<file path="config.mk">
export PLATFORM = sky130hd
export DESIGN_NAME = dmem_store_buffer
export DESIGN_NICKNAME = d
export VERILOG_FILES = /design/src/rtl/dmem_store_buffer.sv
export SDC_FILE = /design/constraint.sdc
export NUM_CORES = 1
export LEC_CHECK = 0
export CAP_MARGIN = 10
export CORE_MARGIN = 3
export CORE_UTILIZATION = 50
export CTS_BUF_LIST = sky130_fd_sc_hd__clkbuf_4 sky130_fd_sc_hd__clkbuf_8 sky130_fd_sc_hd__clkbuf_16
export CTS_CLUSTER_DIAMETER = 60
export DETAILED_ROUTE_END_ITERATION = 10
export PLACE_DENSITY = 0.74
export SLEW_MARGIN = 0
export SYNTH_ARGS = -nofsm -noshare
export SYNTH_HDL_FRONTEND = slang
export SYNTH_SLANG_ARGS = --single-unit
</file>
<file path="constraint.sdc">
create_clock -name clk_i -period 15.1 [get_ports clk_i]
set_clock_uncertainty 0.05 [all_clocks]
set_input_delay 3.02 -clock clk_i [delete_from_list [all_inputs] [get_ports clk_i]]
set_output_delay 3.02 -clock clk_i [all_outputs]
set_load 0.01 [all_outputs]
</file>
<file path="src/rtl/dmem_store_buffer.sv">
// dmem_store_buffer
//   In-order store buffer between the core data-memory port and data memory.
//   Word stores are queued in a circular FIFO. They drain to memory over a
//   req/ack handshake. Loads are forwarded from the youngest matching
//   buffered store.
//
// Ports
//   clk_i        clock, rising edge
//   reset_i      synchronous active-low reset
//   st_we_i      store request from core
//   st_addr_i    store address
//   st_data_i    store data
//   st_full_o    buffer holds DEPTH entries
//   ld_addr_i    load address from core
//   ld_data_o    load data to core (forwarded or from memory)
//   mem_raddr_o  read address to memory (= ld_addr_i)
//   mem_rdata_i  combinational read data from memory
//   mem_req_o    write request (buffer not empty)
//   mem_waddr_o  head entry address
//   mem_wdata_o  head entry data
//   mem_ack_i    memory accepted the head write this cycle
//   count_o      occupied entries
//   empty_o      count_o == 0
//   overflow_o   sticky: a store was dropped
module dmem_store_buffer #(
    parameter int DEPTH  = 4,
    parameter int ADDR_W = 32,
    parameter int DATA_W = 32
) (
    input  logic                       clk_i,
    input  logic                       reset_i,
    input  logic                       st_we_i,
    input  logic [ADDR_W-1:0]          st_addr_i,
    input  logic [DATA_W-1:0]          st_data_i,
    output logic                       st_full_o,
    input  logic [ADDR_W-1:0]          ld_addr_i,
    output logic [DATA_W-1:0]          ld_data_o,
    output logic [ADDR_W-1:0]          mem_raddr_o,
    input  logic [DATA_W-1:0]          mem_rdata_i,
    output logic                       mem_req_o,
    output logic [ADDR_W-1:0]          mem_waddr_o,
    output logic [DATA_W-1:0]          mem_wdata_o,
    input  logic                       mem_ack_i,
    output logic [$clog2(DEPTH):0]     count_o,
    output logic                       empty_o,
    output logic                       overflow_o
);

    localparam int PW = $clog2(DEPTH);
    localparam int CW = PW + 1;
    localparam logic [CW-1:0] FULL_CNT = CW'(DEPTH);

    logic [ADDR_W-1:0] r_addr  [DEPTH];
    logic [DATA_W-1:0] r_data  [DEPTH];
    logic [DEPTH-1:0]  r_valid;
    logic [PW-1:0]     r_head;
    logic [PW-1:0]     r_tail;
    logic [CW-1:0]     r_count;
    logic              r_overflow;

    logic              w_pop;
    logic              w_push;
    logic              w_full;
    logic              w_empty;
    logic [PW-1:0]     w_idx;
    logic [DATA_W-1:0] w_ld_data;

    assign w_full  = (r_count == FULL_CNT);
    assign w_empty = (r_count == '0);
    assign w_pop   = !w_empty && mem_ack_i;
    // A full buffer still accepts a store in a cycle that frees the head slot.
    assign w_push  = st_we_i && (!w_full || w_pop);

    always_ff @(posedge clk_i) begin
        if (!reset_i) begin
            r_head     <= '0;
            r_tail     <= '0;
            r_count    <= '0;
            r_overflow <= 1'b0;
            r_valid    <= '0;
        end else begin
            // Clear before set: when full with push and pop, head == tail
            // and the incoming store must own the slot.
            if (w_pop) begin
                r_valid[r_head] <= 1'b0;
                r_head          <= r_head + 1'b1;
            end
            if (w_push) begin
                r_addr[r_tail]  <= st_addr_i;
                r_data[r_tail]  <= st_data_i;
                r_valid[r_tail] <= 1'b1;
                r_tail          <= r_tail + 1'b1;
            end
            if (st_we_i && w_full && !w_pop)
                r_overflow <= 1'b1;
            r_count <= r_count + CW'(w_push) - CW'(w_pop);
        end
    end

    // Walk the entries oldest to youngest so the youngest match wins.
    // Only entries in [head, tail) carry a valid bit.
    always_comb begin
        w_ld_data = mem_rdata_i;
        w_idx     = r_head;
        for (int unsigned i = 0; i < DEPTH; i++) begin
            w_idx = r_head + PW'(i);
            if (r_valid[w_idx] && (r_addr[w_idx] == ld_addr_i))
                w_ld_data = r_data[w_idx];
        end
    end

    assign ld_data_o   = w_ld_data;
    assign mem_raddr_o = ld_addr_i;
    assign mem_req_o   = !w_empty;
    assign mem_waddr_o = r_addr[r_head];
    assign mem_wdata_o = r_data[r_head];
    assign st_full_o   = w_full;
    assign empty_o     = w_empty;
    assign count_o     = r_count;
    assign overflow_o  = r_overflow;

endmodule
</file>
# ---- Word level (Yosys, flattened, before mapping)
# Memories as Yosys holds them, arrays and structs flattened. A register that Yosys moved wholly into a read port is not among the register bits.
# Index checks and enable logic that the tools add are counted.
dict set report totals {
  word_cells 69
  out_inout_bits 135
  ram_bits 256
  regBits 12
  inputBits 132
  memories 2
}
# name depth word_bits rd rd_clocked_by_memory_dff wr line_no
set memory_table {}
lappend memory_table {r_addr 4 32 4 1 1 53} ;# logic [ADDR_W-1:0] r_addr [DEPTH];
lappend memory_table {r_data 4 32 4 1 1 54} ;# logic [DATA_W-1:0] r_data [DEPTH];
dict set report op_classes {
  n_addsub 6
  n_reduce_logical 15
  n_mux 26
  n_eq_ne 5
  bitwise_logic 3
  magnitude_cmp 7
}
# cell n
set ops {}
lappend ops {{equality test 32 bit} 4}
lappend ops {{two-way mux 32 bit} 4}
lappend ops {{less-than comparator 2 x 3 -> 1 bit, second input constant} 5}
lappend ops {{two-way mux 4 bit} 3}
lappend ops {{logical AND 1 bit} 10}
lappend ops {{two-way mux 1 bit} 9}
lappend ops {{binary-select mux 1 bit (select 2 bit)} 4}
lappend ops {{two-way mux 2 bit} 4}
lappend ops {{adder 2 x 1 -> 2 bit, second input constant} 2}
lappend ops {{adder 2 bit, second input constant} 2}
lappend ops {{bitwise AND 4 bit} 1}
lappend ops {{demux 1 bit (select 2 bit)} 2}
lappend ops {{>= comparator 2 x 1 -> 1 bit, second input constant} 2}
lappend ops {{NOT 4 bit} 1}
lappend ops {{OR 4 bit} 1}
lappend ops {{adder 3 x 1 -> 3 bit} 1}
lappend ops {{equality test 3 bit, second input constant} 1}
lappend ops {{zero test 1 bit} 3}
lappend ops {{zero test 3 bit} 1}
lappend ops {{subtractor 3 x 1 -> 3 bit} 1}
lappend ops {{logical OR 1 bit} 1}

# ---- Logic depth before layout (Yosys ltp)
# Gate-level depths: netlist of run 1.
dict set report logic_depth {
  ltp_word 10
  ltp_mapped 17
  depth_no_buf 10
}

# ---- Worst setup path before layout of run 1
# Ideal clock, no wire load.
dict set report synth_timing {
  path_kind {input to output}
  start {input port ld_addr_i[21]}
  end {output port ld_data_o[10]}
  arrival_ns 5.251
  n_path_buf 2
  stages 10
  path_slack_ns 6.779
  t_required_ns 12.030
  path_cell_list {clkbuf_1 -> inv_1 -> a222oi_1 -> a21oi_1 -> or4_4 -> nor4_4 -> nand4b_4 -> buf_6 -> nand2b_1 -> o211ai_1}
}
dict set report synth_via {
  elab_chain_len 6
  elab_cells_between_ends 12
  classes_between {4 x eq/ne; 4 x mux; 4 x reduce/logical}
}
# element line_no
set synth_rtl {}
lappend synth_rtl {{from (decl)} 36} ;# input logic [ADDR_W-1:0] ld_addr_i,
lappend synth_rtl {{equality test 32 bit} 107} ;# if (r_valid[w_idx] && (r_addr[w_idx] == ld_addr_i))
lappend synth_rtl {{logical AND 1 bit} 107}
lappend synth_rtl {{two-way mux 32 bit (3 in series)} 107}
lappend synth_rtl {{two-way mux 32 bit (*)} 107}
lappend synth_rtl {{to (decl)} 37} ;# output logic [DATA_W-1:0] ld_data_o,
# Every way passes the cells marked *; elsewhere a longest branch is shown, timed or not.

# ---- Final worst setup path of run 1
dict set report layout_timing {
  start {input port ld_addr_i[16]}
  end {output port ld_data_o[13]}
}
# Same word-level chain as after synthesis.

==> results of run 1 <==
kinds of logic (layout without fill, tap and decap cells):
group | Yosys count | after routing | synth area share [%]
simple gates | 171 | 171 | 5.71
compound gates | 170 | 170 | 6.48
flops | 270 | 270 | 43.7
buf+inv | 167 | 360 | 4.93
xor+xnor | 101 | 101 | 4.85
mux | 350 | 350 | 33.6
other cells | 0 | 5 | 0
fa+ha+maj | 10 | 10 | 0.727
registers in the layout, indices dropped and copies added (netlist names), named ones only:
register / count
overflow_o: 1
r_head: 2
r_addr: 128
count_o: 3
r_data: 128
r_tail: 2
r_valid: 4
final timing paths:
check	startpoint	end	slack, ns	cells after the start
worst max-delay path	ld_addr_i[16]	ld_data_o[13]	4.66	9
worst min-delay path	overflow_o$_SDFFE_PN0P_	overflow_o$_SDFFE_PN0P_	0.47	2
worst min register to register	overflow_o$_SDFFE_PN0P_	overflow_o$_SDFFE_PN0P_	0.47	2
worst max register to register	r_head[0]$_SDFFE_PN0N_	flip-flop	11.17	6
power by group through the flow:
stage	clock (mW)	sequential, mW	combinational, mW
floorplan	0	0.908	1.22
finish	0.675	0.974	1.63
CTS	0.685	0.977	1.63
global placement	0	0.985	1.61
detailed placement	0	0.991	1.62
global route	0.718	0.987	1.73
metal layers:
layer / global-route usage [%] / wire (um) / share of wire, % / vias up
li1: - / - / - / 5422
met1: 38.6 / 21700 / 41 / 6537
met2: 41.7 / 24900 / 47 / 623
met3: 5.42 / 4640 / 8.8 / 77
met4: 7.34 / 1240 / 2.4 / 4
met5: 0 / 27 / 0.051 / -
cells in the mapped netlist, types with 15 or more instances:
library cell | number | share of area (%)
a21oi_1 | 51 | 1.4
and3_1 | 40 | 1.4
buf_1 | 15 | 0.31
buf_2 | 27 | 0.74
buf_4 | 39 | 1.6
clkbuf_1 | 50 | 1.0
edfxtp_1 | 256 | 42
inv_1 | 21 | 0.43
mux2i_1 | 131 | 7.2
mux4_2 | 209 | 26
nand2b_1 | 36 | 1.2
nor2_1 | 16 | 0.33
o211ai_1 | 33 | 1.4
xnor2_1 | 65 | 3.1
xor2_1 | 36 | 1.7
layout by cell type (no fill, tap or decap), drive strengths merged, types with 12 or more instances in the layout:
master and instances:
clkdlybuf4s50 266, clkinv 21, a21oi 51, edfxtp 256, dfxtp 14, nand2b 36, nor2 16, and3 40
mux2i 131, xnor2 65, xor2 36, nand2 12, nand4 12, clkbuf 33, buf 15, o211ai 33
o22ai 14, mux4 209, inv 23
stage by stage:
stage	hold WS (ns)	total power, mW	std cells	utilization, %
2_1_floorplan	0.470	2.13	1239	-
3_3_place_gp	0.429	2.60	1838	58.3
3_5_place_dp	0.453	2.61	1838	58.3
4_1_cts	0.471	3.29	1893	60.9
5_1_grt	0.519	3.44	1898	60.9
6_report	0.468	3.28	1898	60.9
worst max-delay path: cells and delay by family:
kind | cells | cell delay [ns]
buf+inv | 3 | 1.61
compound gates | 3 | 1.50
simple gates | 2 | 0.96
xor+xnor | 1 | 0.22
area by class of cell:
| type | count | area share (%) |
|---|---|---|
| Antenna cell | 5 | 0.0575 |
| Clock buffer | 33 | 3.55 |
| Clock inverter | 22 | 0.684 |
| Inverter | 24 | 0.414 |
| Multi-Input combinational cell | 802 | 43.2 |
| Sequential cell | 270 | 36.7 |
| Tap cell | 461 | 2.65 |
| Timing Repair Buffer | 281 | 12.8 |
==> results_tabular.tex, run 1 <==
\begin{tabular}{lr}
\hline
Metric & Value \\
\hline
\multicolumn{2}{l}{\textbf{Run status}} \\
\quad Status & finished clean \\
\multicolumn{2}{l}{\textbf{Setup path}} \\
\quad CP max stage delay & 0.97 ns \\
\quad Arrival time of data at the critical path endpoint & 7.37 ns \\
\quad Critical path start-end classification & in2out \\
\quad CP startpoint kind & input port \\
\quad CP Capture Type & output pin \\
\quad Cell type of the slowest stage on the worst timing path & a211o\_1 \\
\quad Cells along the critical path & clkdlybuf4s50\_1 -> xnor2\_1 -> or4b\_2 -> a211oi\_1 -> and4\_1 -> buf\_4 -> a211o\_1 -> o211ai\_1 -> clkdlybuf4s50\_1 \\
\quad Data required, critical path & 12.03 ns \\
\quad Critical-path maximum fanout & 33 \\
\quad Most used cell along the critical path & clkdlybuf4s50\_1 \\
\multicolumn{2}{l}{\textbf{Final layout}} \\
\quad Layout overhead on the synthesized area & 19.3\% \\
\quad Storage cell area & 0.00798 sq mm \\
\quad Share of cells above drive strength 1 & 20.9\% \\
\quad Final std cell area, no fill & 0.0218 sq mm \\
\quad Layout Nets & 1551 \\
\quad Number of fillers in the final layout & 2765 \\
\quad Area used by multi-input combinational logic & 0.00941 sq mm \\
\multicolumn{2}{l}{\textbf{Global routing}} \\
\quad Vias in the first global route & 12632 \\
\quad Antenna violations before repair & 7 \\
\quad Total congestion overflow & 0 \\
\quad Wire length of the first global-routing pass & 78.5 mm \\
\quad GR Util All Layers & 26.6\% \\
\quad Largest net degree at the start of global routing & 70 \\
\multicolumn{2}{l}{\textbf{Clock network}} \\
\quad Clock latency reported for the late side of the worst-skew pair & 0.56 ns \\
\quad CTS H-tree lvls & 1 \\
\quad CTS-repair resized insts & 0 \\
\quad Clock net sink count & 270 \\
\quad Clock tree from TritonCTS & built \\
\quad Root cell of the clock tree & clkbuf\_16 \\
\quad Clock buffer count from CTS & 30 \\
\quad CTS Buffer Depth & 3 \\
\quad Clock slew seen by the registers of the worst setup and hold paths & 0.06 ns \\
\quad Post-CTS Setup Inserts & 0 \\
\quad Number of hold buffers added after CTS & 0 \\
\multicolumn{2}{l}{\textbf{Power and ir drop}} \\
\quad Share of power burned in registers & 29.8\% \\
\quad Internal power & 2.11 mW \\
\quad Power Dens Cells & 150 mW/mm\^{}2 \\
\quad Net switching power & 1.16 mW \\
\quad Peak supply drop & 0.102 mV \\
\quad Switching share of power & 35.4\% \\
\quad Leakage Power & 6.74 nW \\
\quad Power share of the clock group & 20.6\% \\
\quad Combinational share of power & 49.6\% \\
\multicolumn{2}{l}{\textbf{Die}} \\
\quad Chip height & 197 um \\
\quad I/O Pins & 267 \\
\quad Area inside the core boundary & 0.0357 sq mm \\
\quad Number of placement rows & 69 \\
\quad Starting Density & 51.0\% \\
\quad DIE WIDTH & 197 um \\
\quad Area enclosed by the die boundary & 0.0388 sq mm \\
\multicolumn{2}{l}{\textbf{STA}} \\
\quad Aggregate negative setup slack & 0 ns \\
\quad FMAX & 0.0958 GHz \\
\quad Crit path setup slack, layout & 4.66 ns \\
\quad Final Max Tran Viols & 0 \\
\quad Portion of the clock cycle consumed by the worst path in the final layout & 69.1\% \\
\quad Unrepaired setup endpoints after global routing & false \\
\quad Final Hold Vio Count & 0 \\
\quad Slew margin rel. & 20.0\% \\
\quad Pin slew with the least headroom to its limit & 1.20 ns \\
\quad Min cycle time layout & 10.44 ns \\
\quad Finish-stage setup viols & 0 \\
\multicolumn{2}{l}{\textbf{Synthesis}} \\
\quad Number of nets in the synthesized netlist & 1381 \\
\quad Ys Warns & 0 \\
\quad Sequential cell area fraction in the yosys report & 43.7\% \\
\quad Main flop type after synthesis & edfxtp\_1 \\
\quad Number of instances in the synthesized netlist & 1239 \\
\quad FF+latch count, synth & 270 \\
\quad Count of flip-flops with a built-in enable after synthesis & 256 \\
\quad FFs w/ async S/R, synth & 0\% \\
\quad Total standard cell area after synthesis & 0.0182 sq mm \\
\quad Average size of a mapped cell & 14.7 sq um \\
\quad Netlist cell types & 68 \\
\multicolumn{2}{l}{\textbf{Routing}} \\
\quad Total via count in the routed design & 12663 \\
\quad Antenna Violating Nets Remaining & 0 \\
\quad Mean routed wirelength per cell & 27.7 um \\
\quad Via-per-instance ratio & 6.67 \\
\quad Drt initial violations & 1442 \\
\quad Iteration count of the initial detailed-routing pass & 8 \\
\quad Detailed-route wire length & 52.5 mm \\
\quad Total DRC errors in the routed layout & 0 \\
\multicolumn{2}{l}{\textbf{Place}} \\
\quad Post-place setup slack & 4.68 ns \\
\quad Number of port buffers & 266 \\
\quad Gpl congestion & 0.973 \\
\quad DP Area & 0.0208 sq mm \\
\quad Placed wire-length estimate & 36.4 mm \\
\multicolumn{2}{l}{\textbf{Flow run}} \\
\quad Maximum Capacitance Violations & 0 \\
\multicolumn{2}{l}{\textbf{Min path}} \\
\quad Worst Hold Class & reg2reg \\
\hline
\end{tabular}
Power figures use the tool's default switching activity.
==> run 2: changes to the inputs <==
Settings changed: PLACE_DENSITY 0.74 to 0.77.
Clock period 15.1 ns to 9.5 ns, I/O delays scaled along.
==> results_tabular.tex, run 2 (same netlist as run 1, synthesis figures left out) <==
\begin{tabular}{lr}
\hline
Metric & Value \\
\hline
\multicolumn{2}{l}{\textbf{Clock network}} \\
\quad CTS Buffer Depth & 3 \\
\quad Post-CTS Setup Inserts & 0 \\
\quad Root cell of the clock tree & clkbuf\_16 \\
\quad Clock tree from TritonCTS & built \\
\quad Clock latency reported for the late side of the worst-skew pair & 0.56 ns \\
\quad Clock buffer count from CTS & 30 \\
\quad Number of hold buffers added after CTS & 0 \\
\quad Clock net sink count & 270 \\
\quad CTS-repair resized insts & 0 \\
\quad CTS H-tree lvls & 1 \\
\quad Clock slew seen by the registers of the worst setup and hold paths & 0.06 ns \\
\multicolumn{2}{l}{\textbf{Power and ir drop}} \\
\quad Peak supply drop & 0.194 mV \\
\quad Total power consumption of the routed design & 5.27 mW \\
\quad Power Dens Cells & 241 mW/mm\^{}2 \\
\quad Leakage Power & 6.77 nW \\
\multicolumn{2}{l}{\textbf{STA}} \\
\quad FMAX & 0.116 GHz \\
\quad Aggregate negative setup slack & 0 ns \\
\quad Min cycle time layout & 8.59 ns \\
\quad Finish-stage setup viols & 0 \\
\quad Unrepaired setup endpoints after global routing & false \\
\quad Final Hold Vio Count & 0 \\
\quad Final Max Tran Viols & 0 \\
\quad Portion of the clock cycle consumed by the worst path in the final layout & 90.4\% \\
\quad Crit path setup slack, layout & 0.910 ns \\
\quad Slew margin rel. & 12.9\% \\
\quad Pin slew with the least headroom to its limit & 1.27 ns \\
\multicolumn{2}{l}{\textbf{Setup path}} \\
\quad Arrival time of data at the critical path endpoint & 6.64 ns \\
\quad Data required, critical path & 7.55 ns \\
\quad CP Capture Type & output pin \\
\quad CP startpoint kind & flip-flop \\
\quad Critical path start-end classification & reg2out \\
\quad Critical-path maximum fanout & 48 \\
\multicolumn{2}{l}{\textbf{Routing}} \\
\quad Iteration count of the initial detailed-routing pass & 8 \\
\quad Antenna Violating Nets Remaining & 0 \\
\quad Total DRC errors in the routed layout & 0 \\
\quad Via-per-instance ratio & 6.73 \\
\quad Total via count in the routed design & 12801 \\
\quad Detailed-route wire length & 54.2 mm \\
\quad Drt initial violations & 1372 \\
\quad Mean routed wirelength per cell & 28.5 um \\
\multicolumn{2}{l}{\textbf{Global routing}} \\
\quad Largest net degree at the start of global routing & 135 \\
\quad GR Util All Layers & 27.4\% \\
\quad Antenna violations before repair & 5 \\
\quad Total congestion overflow & 0 \\
\quad Wire length of the first global-routing pass & 81.2 mm \\
\quad Vias in the first global route & 12881 \\
\multicolumn{2}{l}{\textbf{Place}} \\
\quad Gpl congestion & 1.02 \\
\quad Number of port buffers & 266 \\
\quad Placed wire-length estimate & 37.9 mm \\
\quad Post-place setup slack & 1.16 ns \\
\multicolumn{2}{l}{\textbf{Die}} \\
\quad Chip height & 197 um \\
\quad Area inside the core boundary & 0.0357 sq mm \\
\quad Starting Density & 51.0\% \\
\quad DIE WIDTH & 197 um \\
\quad Area enclosed by the die boundary & 0.0388 sq mm \\
\quad Number of placement rows & 69 \\
\quad I/O Pins & 267 \\
\multicolumn{2}{l}{\textbf{Final layout}} \\
\quad Largest registers & r\_addr: 128 flops, r\_data: 128 flops, r\_valid: 4 flops \\
\quad Share of cells above drive strength 1 & 21.3\% \\
\quad Most common cell after layout, fill and taps aside & clkdlybuf4s50\_1 \\
\quad Finished Core Util & 61.1\% \\
\quad Layout Nets & 1557 \\
\quad Highest-count cells in the layout ignoring fill and taps & 266 x clkdlybuf4s50\_1, 256 x edfxtp\_1, 209 x mux4\_2 \\
\quad Layout overhead on the synthesized area & 19.7\% \\
\multicolumn{2}{l}{\textbf{Flow run}} \\
\quad Maximum Capacitance Violations & 0 \\
\multicolumn{2}{l}{\textbf{Run status}} \\
\quad Status & finished clean \\
\multicolumn{2}{l}{\textbf{Min path}} \\
\quad Worst Hold Class & reg2reg \\
\hline
\end{tabular}
run 2: cell count changes in the layout (fill, tap and decap cells not counted):
cell	before	now
clkinv_2	7	4
clkinv_8	1	0
clkbuf_16	30	31
buf_4	15	20
inv_6	0	1
buf_12	0	1
clkinv_1	10	9
clkinvlp_4	1	4
diode_2	5	4
run 2: layout make-up:
class                           instances  area [sq um]
Fill cell                            2711         13900
Multi-Input combinational cell        802          9410
Sequential cell                       270          7980
Timing Repair Buffer                  287          2830
Clock buffer                           34           798
Tap cell                              461           577
Clock inverter                         21           145
Inverter                               24          90.1
Antenna cell                            4          10.0
run 2: worst max-delay path: stages, from the launching register on:
cell and delay, ns:
dfxtp_4 0.75, inv_1 0.31, ha_4 0.85, buf_4 0.72, nor3_1 0.23, a2111oi_0 0.76
nand4_1 0.25, nor4_2 0.51, nand4b_4 0.52, nand2b_1 0.34, o211ai_1 0.15, clkdlybuf4s50_1 0.59
run 2: worst paths after layout:
check,start,endpoint,slack (ns),cells past startpoint
hold reg to reg,overflow_o$_SDFFE_PN0P_,overflow_o$_SDFFE_PN0P_,0.48,2
hold / removal,overflow_o$_SDFFE_PN0P_,overflow_o$_SDFFE_PN0P_,0.48,2
setup reg to reg,count_o[2]$_SDFF_PN0_,r_addr[1][10]$_DFFE_PP_,6.45,5
setup / recovery,r_head[0]$_SDFFE_PN0N_,ld_data_o[19],0.91,11
run 2: metrics by stage:
| stage | cells | hold slack, ns | instance area, sq um |
|---|---|---|---|
| after detailed placement | 1844 | 0.468 | 20900 |
| final | 1903 | 0.477 | 21800 |
| after global placement | 1844 | 0.423 | 20900 |
| after CTS | 1899 | 0.477 | 21800 |
| after floorplan | 1239 | 0.470 | 18200 |
| after global routing | 1902 | 0.550 | 21800 |
run 2: layer usage:
layer | routed length [um] | part of all wire [%] | GRT usage (%)
met1 | 21900 | 40 | 39.6
met2 | 26400 | 49 | 44.3
met3 | 4610 | 8.5 | 4.72
met5 | 13 | 0.024 | 0
met4 | 1210 | 2.2 | 6.28
run 2: power by group:
part / internal, mW / total (mW) / switching, mW
Clock: 0.629 / 1.10 / 0.471
Sequential: 1.38 / 1.52 / 0.136
Combinational: 1.38 / 2.64 / 1.27
==> run 3: changes to the inputs <==
Settings changed: TNS_END_PERCENT set to 100.
==> results of run 3 <==
Final layout, timing and power as in run 2 (identical DEF).
